### src/rtl/serial_adder.sv
// serial_adder: multi-cycle adder that produces a + b + cin over WIDTH/DIGIT
// compute cycles. A DIGIT-bit ripple of full adders and a registered carry
// handle each step, and a start/busy/done handshake allows back-to-back
// additions.
module serial_adder #(
  parameter int WIDTH = 8,
  parameter int DIGIT = 1
) (
  input  logic             clk,
  input  logic             rst,
  input  logic             start,
  input  logic [WIDTH-1:0] a,
  input  logic [WIDTH-1:0] b,
  input  logic             cin,
  output logic             busy,
  output logic             done,
  output logic [WIDTH-1:0] s,
  output logic             cout,
  output logic             ovf
);

  // Number of compute cycles, and a counter width that stays legal when N=1.
  localparam int N  = WIDTH / DIGIT;
  localparam int CW = (N > 1) ? $clog2(N) : 1;

  typedef enum logic [1:0] {
    S_IDLE = 2'd0,
    S_RUN  = 2'd1,
    S_DONE = 2'd2
  } state_t;

  state_t           state_q;
  logic [WIDTH-1:0] a_q, b_q, s_q;
  logic [WIDTH-1:0] a_d, b_d, s_d;
  logic             carry_q;
  logic [CW-1:0]    cnt_q;
  logic             busy_q, done_q, cout_q, ovf_q;

  // Ripple carry chain for one digit. rc[0] is the carry into the digit and
  // rc[DIGIT] is the carry out of it.
  logic [DIGIT:0]   rc;
  logic [DIGIT-1:0] sum_digit;
  logic             last_digit;

  assign rc[0] = carry_q;

  generate
    for (genvar gi = 0; gi < DIGIT; gi++) begin : g_fa
      assign sum_digit[gi] = a_q[gi] ^ b_q[gi] ^ rc[gi];
      assign rc[gi+1]      = (a_q[gi] & b_q[gi]) | (rc[gi] & (a_q[gi] ^ b_q[gi]));
    end
  endgenerate

  assign last_digit = (cnt_q == CW'(N - 1));

  // Next values of the operand and sum shift registers. Each new digit is
  // inserted at the MSB end, so it arrives at its final position after N steps.
  always_comb begin
    a_d = a_q >> DIGIT;
    b_d = b_q >> DIGIT;
    s_d = s_q >> DIGIT;
    s_d[WIDTH-1 -: DIGIT] = sum_digit;
  end

  // Control FSM together with the datapath registers and the registered outputs.
  always_ff @(posedge clk) begin
    if (rst) begin
      state_q <= S_IDLE;
      a_q     <= '0;
      b_q     <= '0;
      s_q     <= '0;
      carry_q <= 1'b0;
      cnt_q   <= '0;
      busy_q  <= 1'b0;
      done_q  <= 1'b0;
      cout_q  <= 1'b0;
      ovf_q   <= 1'b0;
    end else begin
      case (state_q)
        S_IDLE, S_DONE: begin
          done_q <= 1'b0;
          if (start) begin
            a_q     <= a;
            b_q     <= b;
            carry_q <= cin;
            cnt_q   <= '0;
            s_q     <= '0;
            busy_q  <= 1'b1;
            state_q <= S_RUN;
          end else begin
            state_q <= S_IDLE;
          end
        end
        S_RUN: begin
          a_q     <= a_d;
          b_q     <= b_d;
          s_q     <= s_d;
          carry_q <= rc[DIGIT];
          cnt_q   <= cnt_q + CW'(1);
          if (last_digit) begin
            // rc[DIGIT-1] is the carry into bit WIDTH-1 on the top digit.
            cout_q  <= rc[DIGIT];
            ovf_q   <= rc[DIGIT-1] ^ rc[DIGIT];
            busy_q  <= 1'b0;
            done_q  <= 1'b1;
            state_q <= S_DONE;
          end
        end
        default: begin
          busy_q  <= 1'b0;
          done_q  <= 1'b0;
          state_q <= S_IDLE;
        end
      endcase
    end
  end

  assign busy = busy_q;
  assign done = done_q;
  assign s    = s_q;
  assign cout = cout_q;
  assign ovf  = ovf_q;

endmodule

### config.mk
export PLATFORM = sky130hd
export DESIGN_NAME = serial_adder
export DESIGN_NICKNAME = d
export VERILOG_FILES = /design/src/rtl/serial_adder.sv
export SDC_FILE = /design/constraint.sdc
export NUM_CORES = 1
export LEC_CHECK = 0
export CORE_ASPECT_RATIO = 0.5
export CORE_UTILIZATION = 35
export CTS_CLUSTER_DIAMETER = 150
export DETAILED_ROUTE_END_ITERATION = 8
export GPL_TIMING_DRIVEN = 0
export MAX_ROUTING_LAYER = met4
export SLEW_MARGIN = 10
export SYNTH_ARGS = -nofsm -noshare
export SYNTH_HDL_FRONTEND = slang
export SYNTH_SLANG_ARGS = --single-unit
### constraint.sdc
create_clock -name clk -period 1.3 [get_ports clk]
set_clock_uncertainty 0.2 [all_clocks]
set_input_delay 0.26 -clock clk [delete_from_list [all_inputs] [get_ports clk]]
set_output_delay 0.26 -clock clk [all_outputs]
set_load 0.02 [all_outputs]
==> Implementation_results.wiki <==
{| class="wikitable"
! Metric !! Value
|-
| Total grt overflow || 0
|-
| Slew @ Worst Pin || between 0.6 and 0.7 ns
|-
| Total of flip-flops plus latches after synthesis || 34
|-
| Final standard cell count with taps included and fillers excluded || about 270
|-
| Vert. Die Dim || around 49 um
|-
| Synth async-reset ratio || 0
|-
| # IOs || 32
|-
| HPWL reported at the end of detailed placement || 2370 um
|-
| Cell-internal power || ~0.002 W
|-
| Time the worst path needs with I/O delays and setup || 1.44 ns
|-
| Maximum VDD drop || ~0.00046 V
|-
| Drt total wl || 4360 um
|-
| Kind of critical path || reg2reg
|-
| Number of max-slew violations in the final report || 0
|-
| Post-synthesis area per instance || about 10 um2
|-
| Library cell used as clock root buffer || clkbuf_8
|-
| Required time of the worst setup path || about 1.3 ns
|-
| Comb pwr share || 0.284
|-
| Initial Util || 0.380
|-
| Vias/cell || roughly 5.2
|-
| Cells along the critical path || inv_2 > fa_2 > xnor2_2 > nand3_1 > a21oi_1
|-
| Fraction of final layout cells sized beyond drive strength 1 || 0.583
|-
| Total of endpoints with negative setup slack in the final report || 19
|-
| Startpoint Class || flop
|-
| Warnings from Yosys || 0
|-
| Fin Setup TNS || -0.829 ns
|-
| Total die area || between 4000 and 5000 um2
|-
| Synthesis-to-layout area growth || 68.6%
|-
| Number of levels in the clock H-tree || 2
|-
| Critical path buffers and inverters || 1
|-
| Netlist area before placement || 1550 um2
|-
| Placed Instances || approximately 240
|-
| Average wire length per cell after detail routing || ~16 um
|-
| DRC violations left || 0
|-
| Routed Antenna Nets || 0
|-
| Wire length of the first global-routing pass || between 6000 and 7000 um
|-
| Crit path max fanout || 3
|-
| Clock network fraction of total power || 0.292
|-
| Cts bufs inserted || 5
|-
| Routed vias || approximately 1400
|-
| Clk sinks || 34
|-
| Routability congestion estimate || just over 0.7
|-
| Largest stage delay, worst path || about 0.43 ns
|-
| Core Box Area || between 4000 and 5000 um2
|-
| Fraction of the cycle the final worst path needs || 1.11
|-
| Placement-stage cell area || about 1900 um2
|-
| Achievable clock frequency || roughly 700 MHz
|-
| Slew headroom || 0.555
|-
| DRC violation total after the first TritonRoute iteration || 50
|-
| Top delay family on crit path || adder cells
|-
| Initial antenna violation count || 0
|-
| Result of the run || finished, violations left
|-
| Sort of element at the end of the critical path || flop
|-
| Clock slew at reported path FFs || 0.07 ns
|-
| Max_cap viols || 0
|-
| Core utilization of the finished layout || 0.641
|-
| Setup repair after global routing missed its margin || yes
|-
| Detailed-router iteration count before antenna repair || 4
|-
| Number of global-route vias before repair || approximately 1400
|-
| Net count reported at finish || 233
|-
| Hold Crit Class || in2reg
|-
| Clock tree from TritonCTS || built
|-
| EDFF count, synth || 0
|-
| Total routing usage reported by global routing || 0.205
|-
| Bufs on Longest Clock Path || 2
|-
| Post-synthesis instance total || about 160
|-
| Net count after synthesis || about 180
|-
| Site Rows || 16
|-
| Fraction of post-synthesis cell area in the top cell type by area || 0.440
|-
| Net Sw Power || ~0.00080 W
|-
| Worst endpoint data arrival time || between 1 and 1.5 ns
|-
| Final hold violations || 0
|-
| Final design area excluding fillers || between 2000 and 3000 um2
|-
| Part of the total power dissipated in sequential elements || 0.424
|-
| Power density over cell area || 1060 nW/um2
|-
| Commonest cells post-synth || dfxtp_1 (34), a21oi_1 (19), nand3_1 (16)
|-
| Failing checks || negative setup slack
|-
| Count of buffers from port buffering || 30
|-
| Die width || about 96 um
|-
| Ys flop type || dfxtp_1
|-
| Library cell occupying the most area in the post-synthesis netlist || dfxtp_1
|-
| Cell with the biggest individual delay on the critical path || fa_2
|-
| Maximum number of pins on one net before global-route repair || 11
|-
| Distinct cell type count of the synthesized netlist || 28
|-
| Worst setup slack after layout || -0.137 ns
|-
| Largest cells by area after synthesis || dfxtp_1 (44%), o22ai_2 (8.1%), nor3_2 (6.5%)
|-
| Fraction of the yosys area taken by sequential cells || 0.440
|-
| Clk_lat worst skew || ~0.29 ns
|-
| Static leakage || slightly above 0.9 nW
|-
| Sw Ratio || 0.288
|-
| Antenna Diode Count || 0
|-
| Most common cell in the synthesized netlist || dfxtp_1
|}
## power by group through the flow
stage / registers (W) / clock network, W / logic, W
after detailed placement: 0.00117 / 0 / 0.000455
after CTS: 0.00117 / 0.000814 / 0.000692
after floorplan: 0.00117 / 0 / 0.000312
after global placement: 0.00117 / 0 / 0.000449
final: 0.00118 / 0.000811 / 0.000787
after global routing: 0.00118 / 0.000892 / 0.000833
## repair_timing
action	CTS	global route
setup endpoints to repair	43	40
setup buffers	7	2
gates cloned	6	0
gates resized for setup	114	42
pin swaps	13	10
hold buffers	0	0
## worst paths after layout
path / slack (ns) / end / cells after the start / start
setup reg to reg: -0.14 / ovf / 5 / carry_q
hold / removal: 0.03 / a_q[0] / 2 / rst
setup / recovery: -0.14 / ovf / 5 / carry_q
hold reg to reg: 0.26 / s[2] / 2 / s[3]
## metrics by stage
step	hold WS [ns]	power [W]	setup WS, ns
2_1_floorplan	0.196	0.00148	-0.0428
3_3_place_gp	0.253	0.00162	-0.502
3_5_place_dp	0.258	0.00162	-0.517
4_1_cts	0.0242	0.00267	-0.118
5_1_grt	0.0296	0.00291	-0.179
6_report	0.0276	0.00277	-0.137
## registers in the layout, summed over array words and instances, names as in the netlist
register,flops
ovf,1
s,8
a_q,8
carry_q,1
busy,1
b_q,8
cnt_q,3
cout,1
done,1
state_q,2
## worst register-to-register path: cells and delay by family, from the launching register on
| kind | cells | cell delay (ns) |
|---|---|---|
| flip-flops | 1 | 0.34 |
| AND/OR/NAND/NOR | 1 | 0.09 |
| AO/OA/AOI/OAI | 1 | 0.12 |
| buffers and inverters | 1 | 0.04 |
| adder cells (fa/ha/maj) | 1 | 0.43 |
| XOR/XNOR | 1 | 0.15 |
## cell type report
cell class | instances | area (um2)
Fill cell | 327 | 1460
Sequential cell | 34 | 698
Inverter | 4 | 15.0
Clock buffer | 7 | 86.3
Multi-Input combinational cell | 104 | 1030
Tap cell | 54 | 67.6
Buffer | 16 | 209
Timing Repair Buffer | 45 | 495
Clock inverter | 1 | 5.00
## layer usage
layer,part of all wire,vias up,wire [um],global-route usage
li1,-,669,-,-
met5,0,-,0,-
met2,0.48,27,2080,0.306
met4,0.0099,0,43,0.0697
met1,0.47,687,2070,0.274
met3,0.037,6,162,0.0467
## placed cells by master (no fill, tap or decap), types with 2 or more instances in the layout
master and instances:
a21oi_1 15, a21oi_2 3, a311oi_2 2, buf_12 6, buf_16 5, buf_2 7
buf_4 12, buf_6 8, buf_8 3, clkbuf_1 3, clkbuf_8 6, clkdlybuf4s50_1 17
dfxtp_1 22, dfxtp_2 11, ha_4 2, inv_1 2, inv_2 2, nand2_1 8
nand2_2 4, nand2b_4 3, nand3_1 9, nand3_2 7, nor2_1 3, nor3_1 2
nor3_2 12, nor3_4 10, o22ai_2 6, o22ai_4 6
## cells by family after synthesis
group           synth area share
simple gates               0.229
flops                      0.440
compound gates             0.198
fa+ha+maj                 0.0291
xor+xnor                 0.00567
buf+inv                   0.0972
Note: power is estimated with default switching activity, not from simulation.
==> patch (config.mk and constraints unchanged) <==
Change the parameter `WIDTH` from 8 to 16.
--- a/src/rtl/serial_adder.sv
+++ b/src/rtl/serial_adder.sv
@@ -4,5 +4,5 @@
 // additions.
 module serial_adder #(
-  parameter int WIDTH = 8,
+  parameter int WIDTH = 16,
   parameter int DIGIT = 1
 ) (
Interface: changed (resized a, b and s); port bits go from 32 to 56. The function was not compared with the original's and may differ.
==> patch against the original RTL <==
- final area up 60%
- the run still ends with negative setup slack left
- critical path depth unchanged
- synthesized cell count grew 73%
- power grew 91%
- cell count rose by 68%
- worst hold slack gained 0.13 ns
- largest cell class unchanged
- area after synthesis increased by 53%
- sequential cell count grew 25
- routed wire length rose by 68%
- die area is 51% higher
- worst setup slack worse by 0.21 ns
==> patch: results (changes against the original RTL) <==
FINAL LAYOUT
--------------------------------------------------------------------------------------
Layout net count                                                                   393   was 233
Fraction of final layout cells sized beyond drive strength 1                    0.5140   was 0.5829

SYNTH
--------------------------------------------------------------------------------------
Leading cell types by total area after synthesis                          sky130_fd_sc_hd__dfxtp_1 50%, sky130_fd_sc_hd__a21oi_1 11%, sky130_fd_sc_hd__nand3_1 9.3%   was sky130_fd_sc_hd__dfxtp_1 44%, sky130_fd_sc_hd__o22ai_2 8.1%, sky130_fd_sc_hd__nor3_2 6.5%
Sequential cell area fraction in the yosys report                               0.4992   was 0.4405
Syn_area_per_cell                                                          8.667 sq um   was 9.780 sq um
Number of distinct standard cells referenced by the synthesized netlist             31   was 28
Commonest cells post-synth                                                59 x sky130_fd_sc_hd__dfxtp_1, 50 x sky130_fd_sc_hd__a21oi_1, 44 x sky130_fd_sc_hd__nand3_1   was 34 x sky130_fd_sc_hd__dfxtp_1, 19 x sky130_fd_sc_hd__a21oi_1, 16 x sky130_fd_sc_hd__nand3_1

CLOCK TREE
--------------------------------------------------------------------------------------
Maximum level of the CTS H-tree                                                      3   was 2
TritonCTS buffer count                                                               9   was 5
Resized cells post-CTS                                                             208   was 114
CTS clock-pin slew for the worst setup and hold paths                          0.05 ns   was 0.07 ns
Cell chosen for the clock root                                            sky130_fd_sc_hd__clkbuf_16   was sky130_fd_sc_hd__clkbuf_8
Insertion delay to the later sink of the worst-skew pair                       0.32 ns   was 0.29 ns
Post-CTS setup-driven buffer insertion count                                        11   was 7

OUTCOME
--------------------------------------------------------------------------------------
Outcome                                                                   finished, violations left   unchanged
Failing checks                                                            negative setup slack   unchanged

STA
--------------------------------------------------------------------------------------
Final Setup Violations                                                              56   was 19
Setup TNS Final                                                              -6.959 ns   was -0.8291 ns
Setup ws final                                                              -0.3520 ns   was -0.1375 ns
Actual transition at the worst max-transition pin                            0.6352 ns   was 0.6679 ns

GLOBAL ROUTING
--------------------------------------------------------------------------------------
Total routing resource utilization after global routing                         0.2094   was 0.2053
Fraction of met3 tracks used by global routing                                 0.05344   was 0.04673
Wire length of the first global-routing pass                                  11020 um   was 6906 um
GR Util met2                                                                    0.3630   was 0.3060

ROUTE
--------------------------------------------------------------------------------------
Sum of routed wire segments on met1                                            3192 um   was 2069 um
Detailed Route Iter0 Violations                                                    163   was 50

WORST SETUP PATH
--------------------------------------------------------------------------------------
Crit-path max cell delay                                                       0.40 ns   was 0.43 ns
Arr. time, crit path                                                           1.70 ns   was 1.46 ns

PLACEMENT
--------------------------------------------------------------------------------------
Placer congestion estimate                                                      0.7727   was 0.7050
Cell area after placement                                                   3048 sq um   was 1918 sq um
DP Worst Slack                                                              -0.5697 ns   was -0.5173 ns

PWR
--------------------------------------------------------------------------------------
Leakage                                                                       1.533 nW   was 0.9349 nW
Peak supply drop                                                             0.8494 mV   was 0.4552 mV

patch: changes by cell type after synthesis, sizes merged, moves of 3 or more:
cell,before,now
a21oi,19,50
nand3,16,45
dfxtp,34,59
a22oi,1,24
buf,14,24
nor3,24,14
nand2,12,19
o22ai,13,6
clkbuf,2,5
patch: final cells by class:
cell class / count / area (sq um)
sequential: 59 / 1222
fill: 462 / 2115
clock inverter: 2 / 35.03
tap: 88 / 110.1
multi-input combinational: 182 / 1454
timing repair buffer: 72 / 780.7
inverter: 3 / 11.26
clock buffer: 12 / 266.5
buffer: 28 / 286.5
patch: worst register-to-register path, cell delays in order (launching register included):
cell and delay, ns:
sky130_fd_sc_hd__dfxtp_2 0.33, sky130_fd_sc_hd__inv_2 0.04, sky130_fd_sc_hd__fa_2 0.40, sky130_fd_sc_hd__xor2_1 0.15, sky130_fd_sc_hd__or3_1 0.34, sky130_fd_sc_hd__a21oi_2 0.13
patch: power breakdown:
part | switching [mW] | internal [mW]
Combinational | 0.447 | 0.513
Clock | 0.750 | 1.61
Sequential | 0.0804 | 1.90
Total | 1.28 | 4.03
patch: cells by family after synthesis:
logic type / synth area share
flops: 0.4992
mux: 0.004759
buf+inv: 0.06874
simple gates: 0.1936
compound gates: 0.2163
xor+xnor: 0.003702
fa+ha+maj: 0.01375
patch: final timing paths:
check / startpoint / to / slack, ns / cells past startpoint
max reg2reg: carry_q$_SDFFE_PP0P_ / ovf$_SDFFE_PP0P_ / -0.35 / 5
min reg2reg: s[10]$_SDFFE_PP0P_ / s[9]$_SDFFE_PP0P_ / 0.26 / 2
max: carry_q$_SDFFE_PP0P_ / ovf$_SDFFE_PP0P_ / -0.35 / 5
min: rst / cnt_q[3]$_SDFFE_PP0P_ / 0.16 / 3
